### src/rtl/oled_pkg.sv
// Shared 96x64 OLED geometry and sprite-controller state encoding.
// Declarations only: no latency, no flow control.
// Imported by every sprite controller that tracks the panel scan.
package oled_pkg;

  localparam int SCREEN_W    = 96;
  localparam int SCREEN_H    = 64;
  localparam int PIXEL_COUNT = SCREEN_W * SCREEN_H;
  localparam int PIX_W       = $clog2(PIXEL_COUNT);
  localparam int COORD_W     = 7;

  typedef enum logic [1:0] {
    ST_IDLE    = 2'd0,
    ST_FALL    = 2'd1,
    ST_EXPLODE = 2'd2
  } sprite_state_t;

  // Keeps a sprite of the given width fully on screen horizontally.
  function automatic logic [COORD_W-1:0] clamp_col(input logic [COORD_W-1:0] col,
                                                   input int sprite_w);
    logic [COORD_W-1:0] lim;
    lim = COORD_W'(SCREEN_W - sprite_w);
    return (col > lim) ? lim : col;
  endfunction

endpackage

### src/rtl/frame_tick_gen.sv
// Detects the OLED scan wrapping back to pixel 0 and emits a one-cycle frame_tick.
// Latency: tick is registered, high the cycle after pixel_index first reads 0.
// No backpressure; an index parked at 0 yields a single tick.
module frame_tick_gen
  import oled_pkg::*;
#(
  parameter int IDX_W = PIX_W
) (
  input  logic             clk,
  input  logic             rst_n,
  input  logic [IDX_W-1:0] pixel_index,
  output logic             frame_tick
);

  logic [IDX_W-1:0] prev_index;

  always_ff @(posedge clk or negedge rst_n) begin
    if (!rst_n) begin
      prev_index <= '0;
      frame_tick <= 1'b0;
    end else begin
      prev_index <= pixel_index;
      frame_tick <= (pixel_index == '0) && (prev_index != '0);
    end
  end

endmodule

### src/rtl/bomb_drop_ctrl.sv
// Bomb sprite position/state generator: accepts a drop, falls under gravity per frame, explodes, idles.
// Latency: drop_ack same cycle as acceptance; x/y/flags/done registered, valid the cycle after each update.
// No backpressure: drop_req while busy is dropped; abort cancels in one cycle.
module bomb_drop_ctrl
  import oled_pkg::*;
#(
  parameter int SPRITE_W       = 10,
  parameter int GROUND_Y       = 50,
  parameter int MAX_VEL        = 4,
  parameter int EXPLODE_FRAMES = 8
) (
  input  logic               clk,
  input  logic               rst_n,
  input  logic [PIX_W-1:0]   pixel_index,
  input  logic               drop_req,
  input  logic [COORD_W-1:0] drop_x,
  input  logic               abort,
  output logic               drop_ack,
  output logic [COORD_W-1:0] x,
  output logic [COORD_W-1:0] y,
  output logic               visible,
  output logic               exploding,
  output logic               busy,
  output logic               done
);

  localparam int VEL_W = $clog2(MAX_VEL + 1);
  localparam int CNT_W = (EXPLODE_FRAMES > 1) ? $clog2(EXPLODE_FRAMES) : 1;
  localparam int SUM_W = COORD_W + 1;

  localparam logic [VEL_W-1:0]   VEL_MAX    = VEL_W'(MAX_VEL);
  localparam logic [CNT_W-1:0]   CNT_LAST   = CNT_W'(EXPLODE_FRAMES - 1);
  localparam logic [SUM_W-1:0]   GROUND_SUM = SUM_W'(GROUND_Y);
  localparam logic [COORD_W-1:0] GROUND_ROW = COORD_W'(GROUND_Y);

  sprite_state_t    state;
  sprite_state_t    state_nxt;
  logic             frame_tick;
  logic [VEL_W-1:0] vel;
  logic [VEL_W-1:0] vel_nxt;
  logic [CNT_W-1:0] expl_cnt;
  logic [SUM_W-1:0] fall_sum;
  logic             land;
  logic             expl_last;
  logic             accept;

  frame_tick_gen #(
    .IDX_W(PIX_W)
  ) u_frame_tick (
    .clk        (clk),
    .rst_n      (rst_n),
    .pixel_index(pixel_index),
    .frame_tick (frame_tick)
  );

  // One extra bit on the sum so a near-ground step can never wrap past GROUND_Y.
  always_comb begin
    vel_nxt   = (vel >= VEL_MAX) ? VEL_MAX : vel + 1'b1;
    fall_sum  = {1'b0, y} + SUM_W'(vel_nxt);
    land      = (fall_sum >= GROUND_SUM);
    expl_last = (expl_cnt == CNT_LAST);
    accept    = (state == ST_IDLE) && drop_req && !abort;
  end

  always_ff @(posedge clk or negedge rst_n) begin
    if (!rst_n) begin
      state <= ST_IDLE;
    end else begin
      state <= state_nxt;
    end
  end

  always_comb begin
    state_nxt = state;
    case (state)
      ST_IDLE: begin
        if (accept) state_nxt = ST_FALL;
      end
      ST_FALL: begin
        if (abort)                   state_nxt = ST_IDLE;
        else if (frame_tick && land) state_nxt = ST_EXPLODE;
      end
      ST_EXPLODE: begin
        if (abort)                        state_nxt = ST_IDLE;
        else if (frame_tick && expl_last) state_nxt = ST_IDLE;
      end
      default: state_nxt = ST_IDLE;
    endcase
  end

  always_comb begin
    busy      = (state != ST_IDLE);
    visible   = (state == ST_FALL) || (state == ST_EXPLODE);
    exploding = (state == ST_EXPLODE);
    drop_ack  = accept && rst_n;
  end

  // Abort freezes x/y where they are; only an accepted drop reloads them.
  always_ff @(posedge clk or negedge rst_n) begin
    if (!rst_n) begin
      x        <= '0;
      y        <= '0;
      vel      <= '0;
      expl_cnt <= '0;
      done     <= 1'b0;
    end else begin
      done <= 1'b0;
      if (accept) begin
        x        <= clamp_col(drop_x, SPRITE_W);
        y        <= '0;
        vel      <= '0;
        expl_cnt <= '0;
      end else if (frame_tick && !abort) begin
        if (state == ST_FALL) begin
          vel <= vel_nxt;
          if (land) begin
            y        <= GROUND_ROW;
            expl_cnt <= '0;
          end else begin
            y <= fall_sum[COORD_W-1:0];
          end
        end else if (state == ST_EXPLODE) begin
          if (expl_last) done <= 1'b1;
          else           expl_cnt <= expl_cnt + 1'b1;
        end
      end
    end
  end

endmodule
### config.mk
export PLATFORM = sky130hd
export DESIGN_NAME = bomb_drop_ctrl
export DESIGN_NICKNAME = d
export VERILOG_FILES = /design/src/rtl/oled_pkg.sv /design/src/rtl/frame_tick_gen.sv /design/src/rtl/bomb_drop_ctrl.sv
export SDC_FILE = /design/constraint.sdc
export NUM_CORES = 1
export LEC_CHECK = 0
export BUFFER_PORTS_ARGS = -buffer_cell sky130_fd_sc_hd__buf_2
export CORE_MARGIN = 1
export CORE_UTILIZATION = 53
export DETAILED_ROUTE_END_ITERATION = 8
export HOLD_SLACK_MARGIN = 0.12
export PLACE_DENSITY_LB_ADDON = 0.25
export RECOVER_POWER = 100
export SETUP_SLACK_MARGIN = 0.3
export SLEW_MARGIN = 10
export SYNTH_ARGS = -nofsm -noshare
export SYNTH_HDL_FRONTEND = slang
export SYNTH_HIERARCHICAL = 1
export SYNTH_SLANG_ARGS = --single-unit
### constraint.sdc
create_clock -name clk -period 3.1 [get_ports clk]
set_input_delay 0.62 -clock clk [delete_from_list [all_inputs] [get_ports clk]]
set_output_delay 0.62 -clock clk [all_outputs]
set_load 0.01 [all_outputs]
==> impl_results.md, run 1 <==
- Final Critical Period: 2.716 ns
- Vias in the first global route: 1427
- Die area: 0.003780 mm2
- Critical path arrival: 2.97 ns
- Routed met2 length: 1914 um
- Placed wire-length estimate: 2847 um
- Failing checks: max-capacitance violations, max-slew violations
- Post-route cell area: 0.002175 mm2
- Register area share after synthesis: 49.37%
- Chip Height: 61.49 um
- Number of hold violations in the final report: 0
- Mean routed wirelength per cell: 13.78 um
- Final Instance Count excl. Fillers: 273
- Post-Syn Instances: 177
- Asr flop ratio synth: 100.0%
- Synthesized area: 0.001876 mm2
- DRT Wirelength: 3761 um
- CTS Hold Bufs: 0
- Clk slew on worst S/H paths: 0.11 ns
- Req. time, crit path: 3.35 ns
- CTS H-tree lvls: 2
- Crit path max fanout: 6
- Slew Limit Fails: 38
- Max clock buf depth: 2
- DIE WIDTH: 61.49 um
- Final setup violation count: 0
- Dpl cells: 262
- Post-synth EDFFs: 0
- DRT Pass-1 Iters: 4
- Worst r2r src: vel[0]$_DFFE_PN0P_
- Starting Density: 55.77%
- Worst Setup Slack, final: 0.3836 ns
- Setup CP Type: register to register
- VDD IR max: 0.3940 mV
- Critical Path End Type: register
- Slew at the pin closest to its max-slew limit: 1.901 ns
- Main synth FF type: dfrtp_1
- DR iter-0 viols: 75
- Wire length on met3: 196 um
- Max_slew headroom: -26.72%
- DP Area: 0.002121 mm2
- Warnings from Yosys: 6
- Status: complete, but fails checks
- Post-DRT Antenna Nets: 0
- # IOs: 43
- Routed metal-1 wirelength: 1612 um
- Register Area: 925.9 um2
- Antenna cells: 0
- Synth Register Bits: 37
- Largest net degree at the start of global routing: 38
- Clk sinks: 37
- Average size of a mapped cell: 10.60 um2
- Antenna violations before repair: 0
- Commonest non-fill, non-tap cells in the layout: dfrtp_1, clkbuf_1, buf_2
- CTS tree: done
- Final GP Congestion: 0.9296
- Grt total ovfl: 0
- CP Launch Type: register
- Pwr Density: 582.2 mW/mm2
- Vias: 1538
- Via density: 5.634
- Fillers: 302
- CTS root buf: clkbuf_4
- Layout Area Growth over Synthesis: 15.94%
- Tcrit/Tclk final: 87.63%
- Post-Place Setup Slack: 0.3523 ns
- Final core utilization: 64.66%
- Max Fclk: 368.1 MHz
- Hold Crit Class: input pin to register
- Count of cell types in the netlist: 44
- Most common library cell in the layout ignoring fill and taps: dfrtp_1
- Hold_sp: pixel_index[11]
- Residual DRC: 0
- Leakage: 0.9511 nW
- Synth Net Count: 213
- First-pass GRT wire length: 6168 um
- Site Rows: 21
- Max cap viols: 1
- Worst-Skew Late Latency: 0.33 ns
- IO buf count: 42
- Skew final: 0.002687 ns
- Setup TNS: 0 ns
- Critical Path Start: vel[0]$_DFFE_PN0P_
- RSZ-0062 raised after global routing: yes
- Top layer reached by signal wires: met4
- Nets: 262
- Total CTS buffers: 5
- Layout cells sized above 1: 16.74%
- Multi-input gate area: 863.3 um2
- GRT Util Overall: 22.95%
- Core area: 0.003363 mm2
-- final timing paths --
kind | slack, ns | to | cells after the start
max | 0.38 | expl_cnt[1]$_DFFE_PN0P_ | 11
min | 0.40 | u_frame_tick/prev_index[11]$_DFF_PN0_ | 1
max reg2reg | 0.38 | expl_cnt[1]$_DFFE_PN0P_ | 11
min reg2reg | 0.48 | x[5]$_DFFE_PN0P_ | 2
max in group asynchronous | 1.12 | y[1]$_DFFE_PN0P_ | 2
min in group asynchronous | 0.90 | y[5]$_DFFE_PN0P_ | 2
-- per-stage QoR --
step,total power [mW],hold slack (ns)
2_1_floorplan,0.8326,0.3244
3_3_place_gp,0.9517,0.4454
3_5_place_dp,0.9696,0.4550
4_1_cts,1.298,0.3193
5_1_grt,1.351,0.3508
6_report,1.266,0.3966
-- repair_timing --
item	in CTS	in global routing
endpoints found under the setup margin	0	4
resized for setup	0	0
setup buffers	0	3
-- cells by family (layout without fill, tap and decap cells) --
logic type	count (synthesis)	count (layout)	synth area share, %
xor+xnor	1	1	0.8675
buf+inv	15	65	4.003
flops	37	37	49.37
compound gates	50	50	19.75
simple gates	62	62	17.61
fa+ha+maj	12	12	8.406
-- synth_stat cells, types with 2 or more instances --
cell type / instances / area [um2]
a211oi_1: 2 / 15.01
a21o_1: 2 / 15.01
a21oi_1: 15 / 75.07
a21oi_2: 4 / 35.03
a22o_1: 2 / 17.52
a31oi_1: 2 / 12.51
a41o_1: 2 / 20.02
and2_1: 3 / 18.77
buf_2: 2 / 10.01
clkbuf_1: 2 / 7.510
dfrtp_1: 37 / 925.9
ha_1: 11 / 137.6
inv_1: 10 / 37.54
nand2_1: 9 / 33.78
nand2b_1: 3 / 18.77
nand3_1: 8 / 40.04
nand4_1: 7 / 43.79
nor2_1: 11 / 41.29
nor2b_1: 3 / 18.77
nor3_1: 6 / 30.03
nor3b_1: 2 / 15.01
nor4_1: 3 / 18.77
o21ai_0: 7 / 35.03
o21ai_1: 2 / 10.01
o22a_1: 3 / 26.28
-- state kept, by name (all words and copies together) (netlist names) --
register and count:
expl_cnt 3, x 7, state 2, u_frame_tick/frame_tick 1
u_frame_tick/prev_index 13, done 1, y 7, vel 3
-- cell type report --
type                            instances  area share (%)
Sequential cell                        37           42.58
Multi-Input combinational cell        125           39.70
Timing Repair Buffer                   47           9.666
Tap cell                               46           2.647
Clock buffer                            6           1.899
Clock inverter                          2           1.784
Inverter                               10           1.726
-- power breakdown --
| group | total, mW | internal [mW] | switching, mW |
|---|---|---|---|
| clock | 0.326 | 0.172 | 0.155 |
| sequential | 0.611 | 0.560 | 0.0507 |
| combinational | 0.329 | 0.137 | 0.192 |
| total | 1.27 | 0.869 | 0.398 |
-- metal layers --
metal	GRT usage, %	up-vias
met2	36.71	60
met3	6.723	2
met4	9.841	0
met5	0	-
li1	-	746
met1	29.10	730
-- worst max-delay path, stage by stage (launching register included) --
cell and delay (ns):
dfrtp_1 0.38, inv_1 0.07, ha_1 0.28, nor2b_1 0.17, fa_1 0.48, a21oi_1 0.32
nand2b_1 0.20, a311oi_1 0.08, o21ai_2 0.20, buf_4 0.17, nand4_1 0.10, a21oi_1 0.17
Note: power is estimated with default switching activity, not from simulation.
==> run 2, diff against run 1 <==
--- a/config.mk
+++ b/config.mk
@@ -7,7 +7,7 @@
 export LEC_CHECK = 0
 export BUFFER_PORTS_ARGS = -buffer_cell sky130_fd_sc_hd__buf_2
 export CORE_MARGIN = 1
-export CORE_UTILIZATION = 53
+export CORE_UTILIZATION = 51
 export DETAILED_ROUTE_END_ITERATION = 8
 export HOLD_SLACK_MARGIN = 0.12
 export PLACE_DENSITY_LB_ADDON = 0.25
==> impl_results.md, run 2 (synthesized netlist as in run 1, its figures left out) <==
- Max cap viols: 1 (unchanged)
- Worst path bufs/invs: 1 (was 2)
- Most common library cell in the layout ignoring fill and taps: dfrtp_1 (unchanged)
- R2R Path End: y[4]$_DFFE_PN0P_ (was expl_cnt[1]$_DFFE_PN0P_)
- Worst r2r src: vel[0]$_DFFE_PN0P_ (unchanged)
- First-pass GRT wire length: 6396 um (was 6168 um)
- Reg2Reg Depth: 10 (was 11)
- Chip Height: 62.64 um (was 61.49 um)
- Skew final: 0.006018 ns (was 0.002687 ns)
- Starting Density: 54.49% (was 55.77%)
- RSZ-0062 raised after global routing: no (was yes)
- Leakage: 0.9499 nW (was 0.9511 nW)
- Max FFs per register: 13 (unchanged)
- Seq pwr share: 45.5% (was 48.2%)
- Failing checks: max-capacitance violations, max-slew violations (unchanged)
- VDD IR max: 0.4054 mV (was 0.3940 mV)
- Layout cells sized above 1: 14.60% (was 16.74%)
- Nets: 261 (was 262)
- Internal: 0.9385 mW (was 0.8685 mW)
- Hold EP: u_frame_tick/prev_index[7]$_DFF_PN0_ (was u_frame_tick/prev_index[11]$_DFF_PN0_)
- Mean routed wirelength per cell: 13.77 um (was 13.78 um)
- Worst path max stage delay: 0.49 ns (was 0.48 ns)
- Post-DRT Antenna Nets: 0 (unchanged)
- Pwr Density: 612.0 mW/mm2 (was 582.2 mW/mm2)
- DRT Wirelength: 3745 um (was 3761 um)
- DIE WIDTH: 62.64 um (was 61.49 um)
- DRT Pass-1 Iters: 4 (unchanged)
- Worst-Skew Late Latency: 0.29 ns (was 0.33 ns)
- CTS H-tree lvls: 2 (unchanged)
- Critical Path Start: vel[0]$_DFFE_PN0P_ (unchanged)
- Die area: 0.003924 mm2 (was 0.003780 mm2)
- Final Critical Period: 2.717 ns (was 2.716 ns)
- Req. time, crit path: 3.29 ns (was 3.35 ns)
- Final setup violation count: 0 (unchanged)
- Worst hold margin: 0.4518 ns (was 0.3966 ns)
- Hold path depth: 1 (unchanged)
- Number of hold violations in the final report: 0 (unchanged)
- CP Launch Type: register (unchanged)
- Clk sinks: 37 (unchanged)
- Tcrit/Tclk final: 87.64% (was 87.63%)
- DR iter-0 viols: 139 (was 75)
- Core area: 0.003442 mm2 (was 0.003363 mm2)
- Largest net degree at the start of global routing: 38 (unchanged)
- Residual DRC: 0 (unchanged)
- Via density: 5.706 (was 5.634)
- Setup CP Type: register to register (unchanged)
- Vias: 1552 (was 1538)
- IO buf count: 42 (unchanged)
- Flop-to-flop setup slack: 0.38 ns (about the same)
- Slew at the pin closest to its max-slew limit: 1.838 ns (was 1.901 ns)
- Commonest non-fill, non-tap cells in the layout: dfrtp_1, clkbuf_1, a21oi_1 (was dfrtp_1, clkbuf_1, buf_2)
- CTS root buf: clkbuf_8 (was clkbuf_4)
- Max clock buf depth: 2 (unchanged)
- Switching Fraction: 30.08% (was 31.40%)
- CTS tree: done (unchanged)
- Max Fclk: 368.1 MHz (about the same)
- Hold_sp: pixel_index[7] (was pixel_index[11])
- GRT Util Overall: 20.96% (was 22.95%)
- Clk slew on worst S/H paths: 0.07 ns (was 0.11 ns)
- Layout Area Growth over Synthesis: 16.94% (was 15.94%)
- Critical Path End Type: register (unchanged)
- Site Rows: 21 (unchanged)
- CP delay by family, top: compound AO/OA/AOI/OAI gates (unchanged)
- Critical Path, Cell by Cell: inv_1, ha_1, nor2b_1, fa_1, a21oi_1, nor2_1, nand3_1, o21ai_0, a21o_1, a221oi_1 (was inv_1, ha_1, nor2b_1, fa_1, a21oi_1, nand2b_1, a311oi_1, o21ai_2, buf_4, nand4_1, a21oi_1)
- Antenna violations before repair: 0 (unchanged)
- # IOs: 43 (unchanged)
- Final GP Congestion: 0.8911 (was 0.9296)
- Grt total ovfl: 0 (unchanged)
- Antenna cells: 0 (unchanged)
- Final Instance Count excl. Fillers: 272 (was 273)
- Biggest regs: u_frame_tick/prev_index: 13 flops, x: 7 flops, y: 7 flops (unchanged)
- Status: complete, but fails checks (unchanged)
- Total Power: 1.342 mW (was 1.266 mW)
- Psw: 0.4037 mW (was 0.3976 mW)
- Vias in the first global route: 1490 (was 1427)
- Placed wire-length estimate: 2839 um (was 2847 um)
- Max_slew headroom: -22.53% (was -26.72%)
- Dpl cells: 262 (unchanged)
- Setup TNS: 0 ns (unchanged)
- Largest Register: u_frame_tick/prev_index (unchanged)
- Clk network pwr share: 30.3% (was 25.8%)
- Slew Limit Fails: 38 (unchanged)
- Total CTS buffers: 5 (unchanged)
- Slowest cell on crit path: fa_1 (unchanged)
- Critical path arrival: 2.91 ns (was 2.97 ns)
- Logic pwr share: 24.2% (was 26.0%)
- Hold Crit Class: input pin to register (unchanged)
- Crit path max fanout: 5 (was 6)
==> run 2: changes by cell type in the layout (fill, tap and decap cells not counted) <==
cell      previous run  this run
clkbuf_4             5         0
clkbuf_8             0         5
buf_2               18        14
clkbuf_1            27        31
a211oi_1             2         3
a211oi_2             1         0
buf_4                3         2
nor3_1               7         6
nor3_2               0         1
==> run 2: repair_timing <==
action | CTS | global route
hold buffers | 0 | 0
resized for setup | 0 | 1
setup buffers | 0 | 2
setup endpoints to repair | 0 | 5
==> run 2: how the worst max path moves through the flow <==
| stage | end | slack, ns | cells after the start |
|---|---|---|---|
| 6_report | y[4]$_DFFE_PN0P_ | 0.38 | 10 |
| 4_1_cts | state[1]$_DFFE_PN0P_ | 0.34 | 10 |
| 2_1_floorplan | state[1]$_DFFE_PN0P_ | 0.59 | 8 |
| 3_5_place_dp | state[1]$_DFFE_PN0P_ | 0.37 | 8 |
| 3_3_place_gp | state[1]$_DFFE_PN0P_ | 0.49 | 8 |
| 5_1_grt | y[4]$_DFFE_PN0P_ | 0.19 | 10 |
==> run 2: layout make-up <==
class | count | area (um2)
multi-input cells | 125 | 863.3
fillers | 292 | 1249
clock buffers | 6 | 72.57
clock inverters | 2 | 38.79
repair buffers | 46 | 197.7
inverters | 10 | 37.54
well taps | 46 | 57.56
flip-flops and latches | 37 | 925.9
==> run 2: worst register-to-register path: stages (launching register included) <==
cell	delay, ns
dfrtp_1	0.37
inv_1	0.07
ha_1	0.28
nor2b_1	0.17
fa_1	0.49
a21oi_1	0.34
nor2_1	0.11
nand3_1	0.17
o21ai_0	0.19
a21o_1	0.21
a221oi_1	0.22
==> run 2: per-stage QoR <==
stage	setup slack (ns)	util, %	cell area (um2)
finish	0.3831	63.72	2193
detailed placement	0.3691	61.61	2121
global placement	0.4875	61.61	2121
global route	0.1906	63.72	2193
CTS	0.3374	64.85	2232
floorplan	0.5858	-	1876
==> run 2: power by group through the flow <==
stage	combinational [mW]	clock, mW	sequential, mW
6_report	0.324	0.407	0.611
5_1_grt	0.369	0.446	0.620
4_1_cts	0.350	0.418	0.611
3_5_place_dp	0.350	0	0.618
3_3_place_gp	0.339	0	0.615
2_1_floorplan	0.199	0	0.634
==> run 2: per-layer routing <==
| metal | vias to the layer above | wire [um] | track usage [%] |
|---|---|---|---|
| met3 | 11 | 186 | 5.839 |
| met2 | 54 | 1948 | 36.28 |
| li1 | 750 | - | - |
| met4 | 0 | 86 | 8.721 |
| met5 | - | 0 | 0 |
| met1 | 737 | 1523 | 24.25 |
